File: src/rtl/uart_pkg.sv
// rtl/uart_pkg.sv - shared UART types and line-level constants (transmitter and receiver)
package uart_pkg;

    localparam int UART_DATA_BITS = 8;

    localparam logic UART_IDLE  = 1'b1;
    localparam logic UART_START = 1'b0;
    localparam logic UART_STOP  = 1'b1;

    typedef enum logic [2:0] {
        IDLE,
        START,
        DATA,
        PARITY,
        STOP
    } uart_state_e;

endpackage

File: src/rtl/uart_baud_gen.sv
// rtl/uart_baud_gen.sv - bit-period counter with a one-cycle bit_end strobe and restart input
module uart_baud_gen #(
    parameter int CLKS_PER_BIT = 868
) (
    input  logic clk,
    input  logic rst,
    input  logic clr,
    output logic bit_end
);

    localparam int CNT_W = (CLKS_PER_BIT > 1) ? $clog2(CLKS_PER_BIT) : 1;
    localparam logic [CNT_W-1:0] LAST = CNT_W'(CLKS_PER_BIT - 1);

    logic [CNT_W-1:0] cnt_q;
    logic [CNT_W-1:0] cnt_d;

    always_comb begin
        cnt_d = cnt_q + CNT_W'(1);
        if (clr || (cnt_q == LAST)) begin
            cnt_d = '0;
        end
    end

    always_ff @(posedge clk) begin
        if (rst) begin
            cnt_q <= '0;
        end else begin
            cnt_q <= cnt_d;
        end
    end

    assign bit_end = (cnt_q == LAST);

endmodule

File: src/rtl/uart_tx.sv
// rtl/uart_tx.sv - 8-bit UART transmitter (start, LSB-first data, STOP_BITS stop bits)
// Optional parity bit after D7 when UART_TX_PARITY_EN is defined.
module uart_tx
    import uart_pkg::*;
#(
    parameter int CLKS_PER_BIT = 868,
    parameter int STOP_BITS    = 1,
    parameter int PARITY_ODD   = 0
) (
    input  logic       clk,
    input  logic       rst,
    input  logic [7:0] din,
    input  logic       tx_valid,
    output logic       tx_ready,
    output logic       tx,
    output logic       busy,
    output logic       done
);

    uart_state_e               state_q, state_d;
    logic [UART_DATA_BITS-1:0] shift_q, shift_d;
    logic [2:0]                bit_cnt_q, bit_cnt_d;
    logic                      tx_q, tx_d;
    logic                      busy_q, busy_d;
    logic                      done_q, done_d;
    logic                      bit_end;
    logic                      clr;
`ifdef UART_TX_PARITY_EN
    logic                      par_q, par_d;
`endif

    uart_baud_gen #(
        .CLKS_PER_BIT(CLKS_PER_BIT)
    ) u_baud (
        .clk    (clk),
        .rst    (rst),
        .clr    (clr),
        .bit_end(bit_end)
    );

    always_comb begin
        state_d   = state_q;
        shift_d   = shift_q;
        bit_cnt_d = bit_cnt_q;
`ifdef UART_TX_PARITY_EN
        par_d     = par_q;
`endif
        case (state_q)
            IDLE: begin
                if (tx_valid) begin
                    shift_d = din;
                    state_d = START;
`ifdef UART_TX_PARITY_EN
                    par_d   = (^din) ^ 1'(PARITY_ODD);
`endif
                end
            end
            START: begin
                if (bit_end) begin
                    state_d = DATA;
                end
            end
            DATA: begin
                if (bit_end) begin
                    shift_d = shift_q >> 1;
                    if (bit_cnt_q == 3'(UART_DATA_BITS - 1)) begin
                        bit_cnt_d = '0;
`ifdef UART_TX_PARITY_EN
                        state_d   = PARITY;
`else
                        state_d   = STOP;
`endif
                    end else begin
                        bit_cnt_d = bit_cnt_q + 3'd1;
                    end
                end
            end
`ifdef UART_TX_PARITY_EN
            PARITY: begin
                if (bit_end) begin
                    state_d = STOP;
                end
            end
`endif
            STOP: begin
                // bit_cnt is reused to count stop bits
                if (bit_end) begin
                    if (bit_cnt_q == 3'(STOP_BITS - 1)) begin
                        bit_cnt_d = '0;
                        state_d   = IDLE;
                    end else begin
                        bit_cnt_d = bit_cnt_q + 3'd1;
                    end
                end
            end
            default: begin
                state_d = IDLE;
            end
        endcase
    end

    // Outputs are registered from next-state so they line up with the state they describe
    always_comb begin
        tx_d = UART_IDLE;
        case (state_d)
            START:   tx_d = UART_START;
            DATA:    tx_d = shift_d[0];
`ifdef UART_TX_PARITY_EN
            PARITY:  tx_d = par_q;
`endif
            STOP:    tx_d = UART_STOP;
            default: tx_d = UART_IDLE;
        endcase
        busy_d = (state_d != IDLE);
        done_d = (state_q == STOP) && (state_d == IDLE);
    end

    assign clr = (state_d != state_q);

    always_ff @(posedge clk) begin
        if (rst) begin
            state_q   <= IDLE;
            shift_q   <= '0;
            bit_cnt_q <= '0;
            tx_q      <= UART_IDLE;
            busy_q    <= 1'b0;
            done_q    <= 1'b0;
`ifdef UART_TX_PARITY_EN
            par_q     <= 1'b0;
`endif
        end else begin
            state_q   <= state_d;
            shift_q   <= shift_d;
            bit_cnt_q <= bit_cnt_d;
            tx_q      <= tx_d;
            busy_q    <= busy_d;
            done_q    <= done_d;
`ifdef UART_TX_PARITY_EN
            par_q     <= par_d;
`endif
        end
    end

    assign tx_ready = (state_q == IDLE);
    assign tx       = tx_q;
    assign busy     = busy_q;
    assign done     = done_q;

endmodule

File: config.mk
export PLATFORM = sky130hd
export DESIGN_NAME = uart_tx
export DESIGN_NICKNAME = d
export VERILOG_FILES = /design/src/rtl/uart_pkg.sv /design/src/rtl/uart_baud_gen.sv /design/src/rtl/uart_tx.sv
export SDC_FILE = /design/constraint.sdc
export NUM_CORES = 1
export LEC_CHECK = 0
export ABC_AREA = 1
export CAP_MARGIN = 15
export CORE_MARGIN = 2
export CORE_UTILIZATION = 40
export CTS_BUF_LIST = sky130_fd_sc_hd__clkbuf_16
export CTS_CLUSTER_SIZE = 40
export DETAILED_ROUTE_END_ITERATION = 16
export SLEW_MARGIN = 0
export SYNTH_ARGS = -nofsm -noshare
export SYNTH_HDL_FRONTEND = slang
export SYNTH_HIERARCHICAL = 1
export SYNTH_SLANG_ARGS = --single-unit
File: constraint.sdc
create_clock -name clk -period 2.2 [get_ports clk]
set_input_delay 0.44 -clock clk [delete_from_list [all_inputs] [get_ports clk]]
set_output_delay 0.44 -clock clk [all_outputs]
set_load 0.01 [all_outputs]
==> flow_metrics.env <==
export IMPL_status="finished clean"
export IMPL_synthCells=217
export IMPL_clock_path_buffers=2
export IMPL_io_pins=15
export IMPL_max_slew_margin_pct=75.9
export IMPL_viasPerCell=4.78
export IMPL_setup_viol=0
export IMPL_critical_path_buf_inv_count=2
export IMPL_drive_above_1_share_pct=15.6
export IMPL_cts_tree="built"
export IMPL_synth_edff_count=0
export IMPL_max_vdd_ir_drop_mv=0.375
export IMPL_ant_nets=0
export IMPL_swShare_pct=23.1
export IMPL_fin_crit_sh_pct=89.3
export IMPL_cp_arrival_ns=2.12
export IMPL_gp_congestion=0.824
export IMPL_grt_max_degree=16
export IMPL_crit_path_start_kind="flip-flop"
export IMPL_m1WireLength_um=1610
export IMPL_dieArea_um2=4280
export IMPL_design_area_um2=1810
export IMPL_routedWlPerCell_um=11.1
export IMPL_fin_setup_tns_ns=0
export IMPL_synthArstFlopShare_pct=0
export IMPL_synth_seq_area_share_pct=35.8
export IMPL_diodes=0
export IMPL_synthFlopType="dfxtp_1"
export IMPL_grt_pass1_wl_um=5360
export IMPL_htreeDepth=1
export IMPL_die_h_um=65.4
export IMPL_grt_setup_unrepaired="false"
export IMPL_syn_area_per_cell_um2=6.96
export IMPL_synth_seq_cells=27
export IMPL_top_layer="met4"
export IMPL_clk_latency_ns=0.26
export IMPL_maxCapViolCount=0
export IMPL_finalPower_mw=1.05
export IMPL_syn_to_final_growth_pct=20.0
export IMPL_placement_rows=22
export IMPL_nets=253
export IMPL_worst_path_max_fanout=10
export IMPL_pwr_share_clk_pct=39.5
export IMPL_place_inst=279
export IMPL_initial_core_util_pct=41.6
export IMPL_drtPass1Iterations=4
export IMPL_port_buffers=14
export IMPL_synth_cell_area_um2=1510
export IMPL_cp_slowest_cell="dfxtp_1"
export IMPL_final_cells=285
export IMPL_cp_end_kind="flip-flop"
export IMPL_core_area_um2=3630
export IMPL_power_density_nw_per_um2=581
export IMPL_die_x_um=65.4
export IMPL_drtIter0Drc=71
export IMPL_cpPeakStageDelay_ns=0.36
export IMPL_clkSinkCount=27
export IMPL_cts_buffers=3
export IMPL_hold_class="reg2reg"
export IMPL_clkSlewWorstSetupHoldPaths_ns=0.07
export IMPL_p_sw_mw=0.243
export IMPL_layout_min_cycle_time_ns=1.96
export IMPL_antenna_found_initial=0
export IMPL_p_comb_share_pct=11.1
export IMPL_internal_power_mw=0.809
export IMPL_wl_met3_um=83
export IMPL_hold_viol=0
export IMPL_ys_types=26
export IMPL_finish_utilization_pct=49.9
export IMPL_cts_root_buffer="clkbuf_16"
export IMPL_gr_total_overflow=0
export IMPL_path_common_cell="nor2_1"
export IMPL_drcViolationCount=0
export IMPL_vias=1363
export IMPL_ctsResizeCount=0
export IMPL_dpl_cell_area_um2=1720
export IMPL_path_class="reg2reg"
export IMPL_synth_nets=232
export IMPL_cp_required_ns=2.35
export IMPL_grtUsageTotal_pct=15.9
export IMPL_final_max_slew_violation_count=0
export IMPL_worstPathCellList="ha_1 > nand2_1 > nor2_1 > nand3_2 > inv_1 > inv_2 > nand4_1 > o21ai_0 > nand3_1 > nor2_1 > nand2_4 > nor2_1"
export IMPL_fill_cells=372
export IMPL_drt_wl_total_um=3160
export IMPL_grt_pass1_vias=1225
export IMPL_total_leakage_power_nw=0.731
export IMPL_worst_pin_slew_ns=0.361
export IMPL_max_freq_mhz=509
export IMPL_seqPwrFrac_pct=49.4
export IMPL_path_delay_family="simple AND/OR/NAND/NOR gates"
export IMPL_dpl_hpwl_um=2330
export IMPL_finalClockSkew_ns=0.00431
export IMPL_yosys_warnings=6
export IMPL_wl_met2_um=1430
[registers in the layout, summed over array words and instances (netlist names)]
name          count
bit_cnt_q         3
busy              1
done              1
shift_q           8
state_q           3
tx                1
u_baud/cnt_q     10
[cell usage in the layout (no fill, tap or decap)]
master,count
a21oi_1,18
a21oi_2,3
buf_4,7
clkbuf_16,3
clkdlybuf4s50_1,14
clkinv_2,1
dfxtp_1,27
ha_1,4
inv_1,28
inv_2,4
nand2_1,47
nand2_2,5
nand2_4,1
nand3_1,15
nand3_2,4
nand3b_1,1
nand4_1,14
nor2_1,21
nor2_2,4
nor2_4,3
o21ai_0,5
o21ai_1,2
o21ai_2,1
or2_2,1
xnor2_1,2
xor2_1,2
[stage by stage]
stage	worst slack, ns	hold slack, ns
floorplan	0.544	0.417
global placement	0.271	0.428
detailed placement	0.229	0.454
CTS	0.0451	0.463
global route	0.0220	0.476
finish	0.235	0.466
[repair_timing]
action | CTS | global route
buffers inserted | 0 | 2
hold buffers | 0 | 0
endpoints found under the setup margin | 0 | 1
[cell families after synthesis]
group	synth area share, %
AOI/OAI and AO/OA	10.6
xor gates and xnor gates	2.32
adders and majority gates	3.31
buffers and inverters	10.0
DFF	35.8
and+or+nand+nor	37.9
[cell type report]
| type | instances | area, µm² | area share [%] |
|---|---|---|---|
| clock buffers | 3 | 75.1 | 4.14 |
| inverters | 32 | 120 | 6.63 |
| clock inverters | 1 | 5.00 | 0.276 |
| multi-input cells | 153 | 818 | 45.2 |
| flip-flops and latches | 27 | 541 | 29.8 |
| repair buffers | 21 | 193 | 10.6 |
| well taps | 48 | 60.1 | 3.31 |
[cells in the mapped netlist, types with 2 or more instances]
cell type	count	area [µm²]
inv_1	28	105
a21oi_1	18	90.1
o21ai_0	5	25.0
nor2_2	4	25.0
nand3_1	15	75.1
clkbuf_1	2	7.51
nand3_2	4	40.0
xor2_1	2	17.5
xnor2_1	2	17.5
nand2_1	47	176
dfxtp_1	27	541
nor2_1	21	78.8
nand4_1	14	87.6
nor2_4	3	33.8
inv_2	4	15.0
o21ai_1	2	10.0
a21oi_2	3	26.3
ha_1	4	50.1
nand2_2	5	31.3
[path summary, 6_finish.rpt]
check | start | to | slack, ns | cells after the start
max | u_baud/cnt_q[0] | u_baud/cnt_q[3] | 0.24 | 12
min | u_baud/cnt_q[0] | u_baud/cnt_q[0] | 0.47 | 1
max reg2reg | u_baud/cnt_q[0] | u_baud/cnt_q[3] | 0.24 | 12
min reg2reg | u_baud/cnt_q[0] | u_baud/cnt_q[0] | 0.47 | 1
[power groups by stage]
| stage | clock network, mW | registers (mW) | logic, mW |
|---|---|---|---|
| after global routing | 0.447 | 0.520 | 0.131 |
| after floorplan | 0 | 0.529 | 0.0665 |
| after CTS | 0.425 | 0.519 | 0.113 |
| after detailed placement | 0 | 0.530 | 0.112 |
| final | 0.415 | 0.520 | 0.117 |
| after global placement | 0 | 0.530 | 0.112 |
[per-layer routing]
| metal | GRT usage [%] | vias up |
|---|---|---|
| li1 | - | 739 |
| met1 | 20.9 | 606 |
| met2 | 25.5 | 16 |
| met3 | 3.60 | 2 |
| met4 | 5.47 | 0 |
| met5 | 0 | - |
No activity file was read; power rests on OpenSTA's default activity.
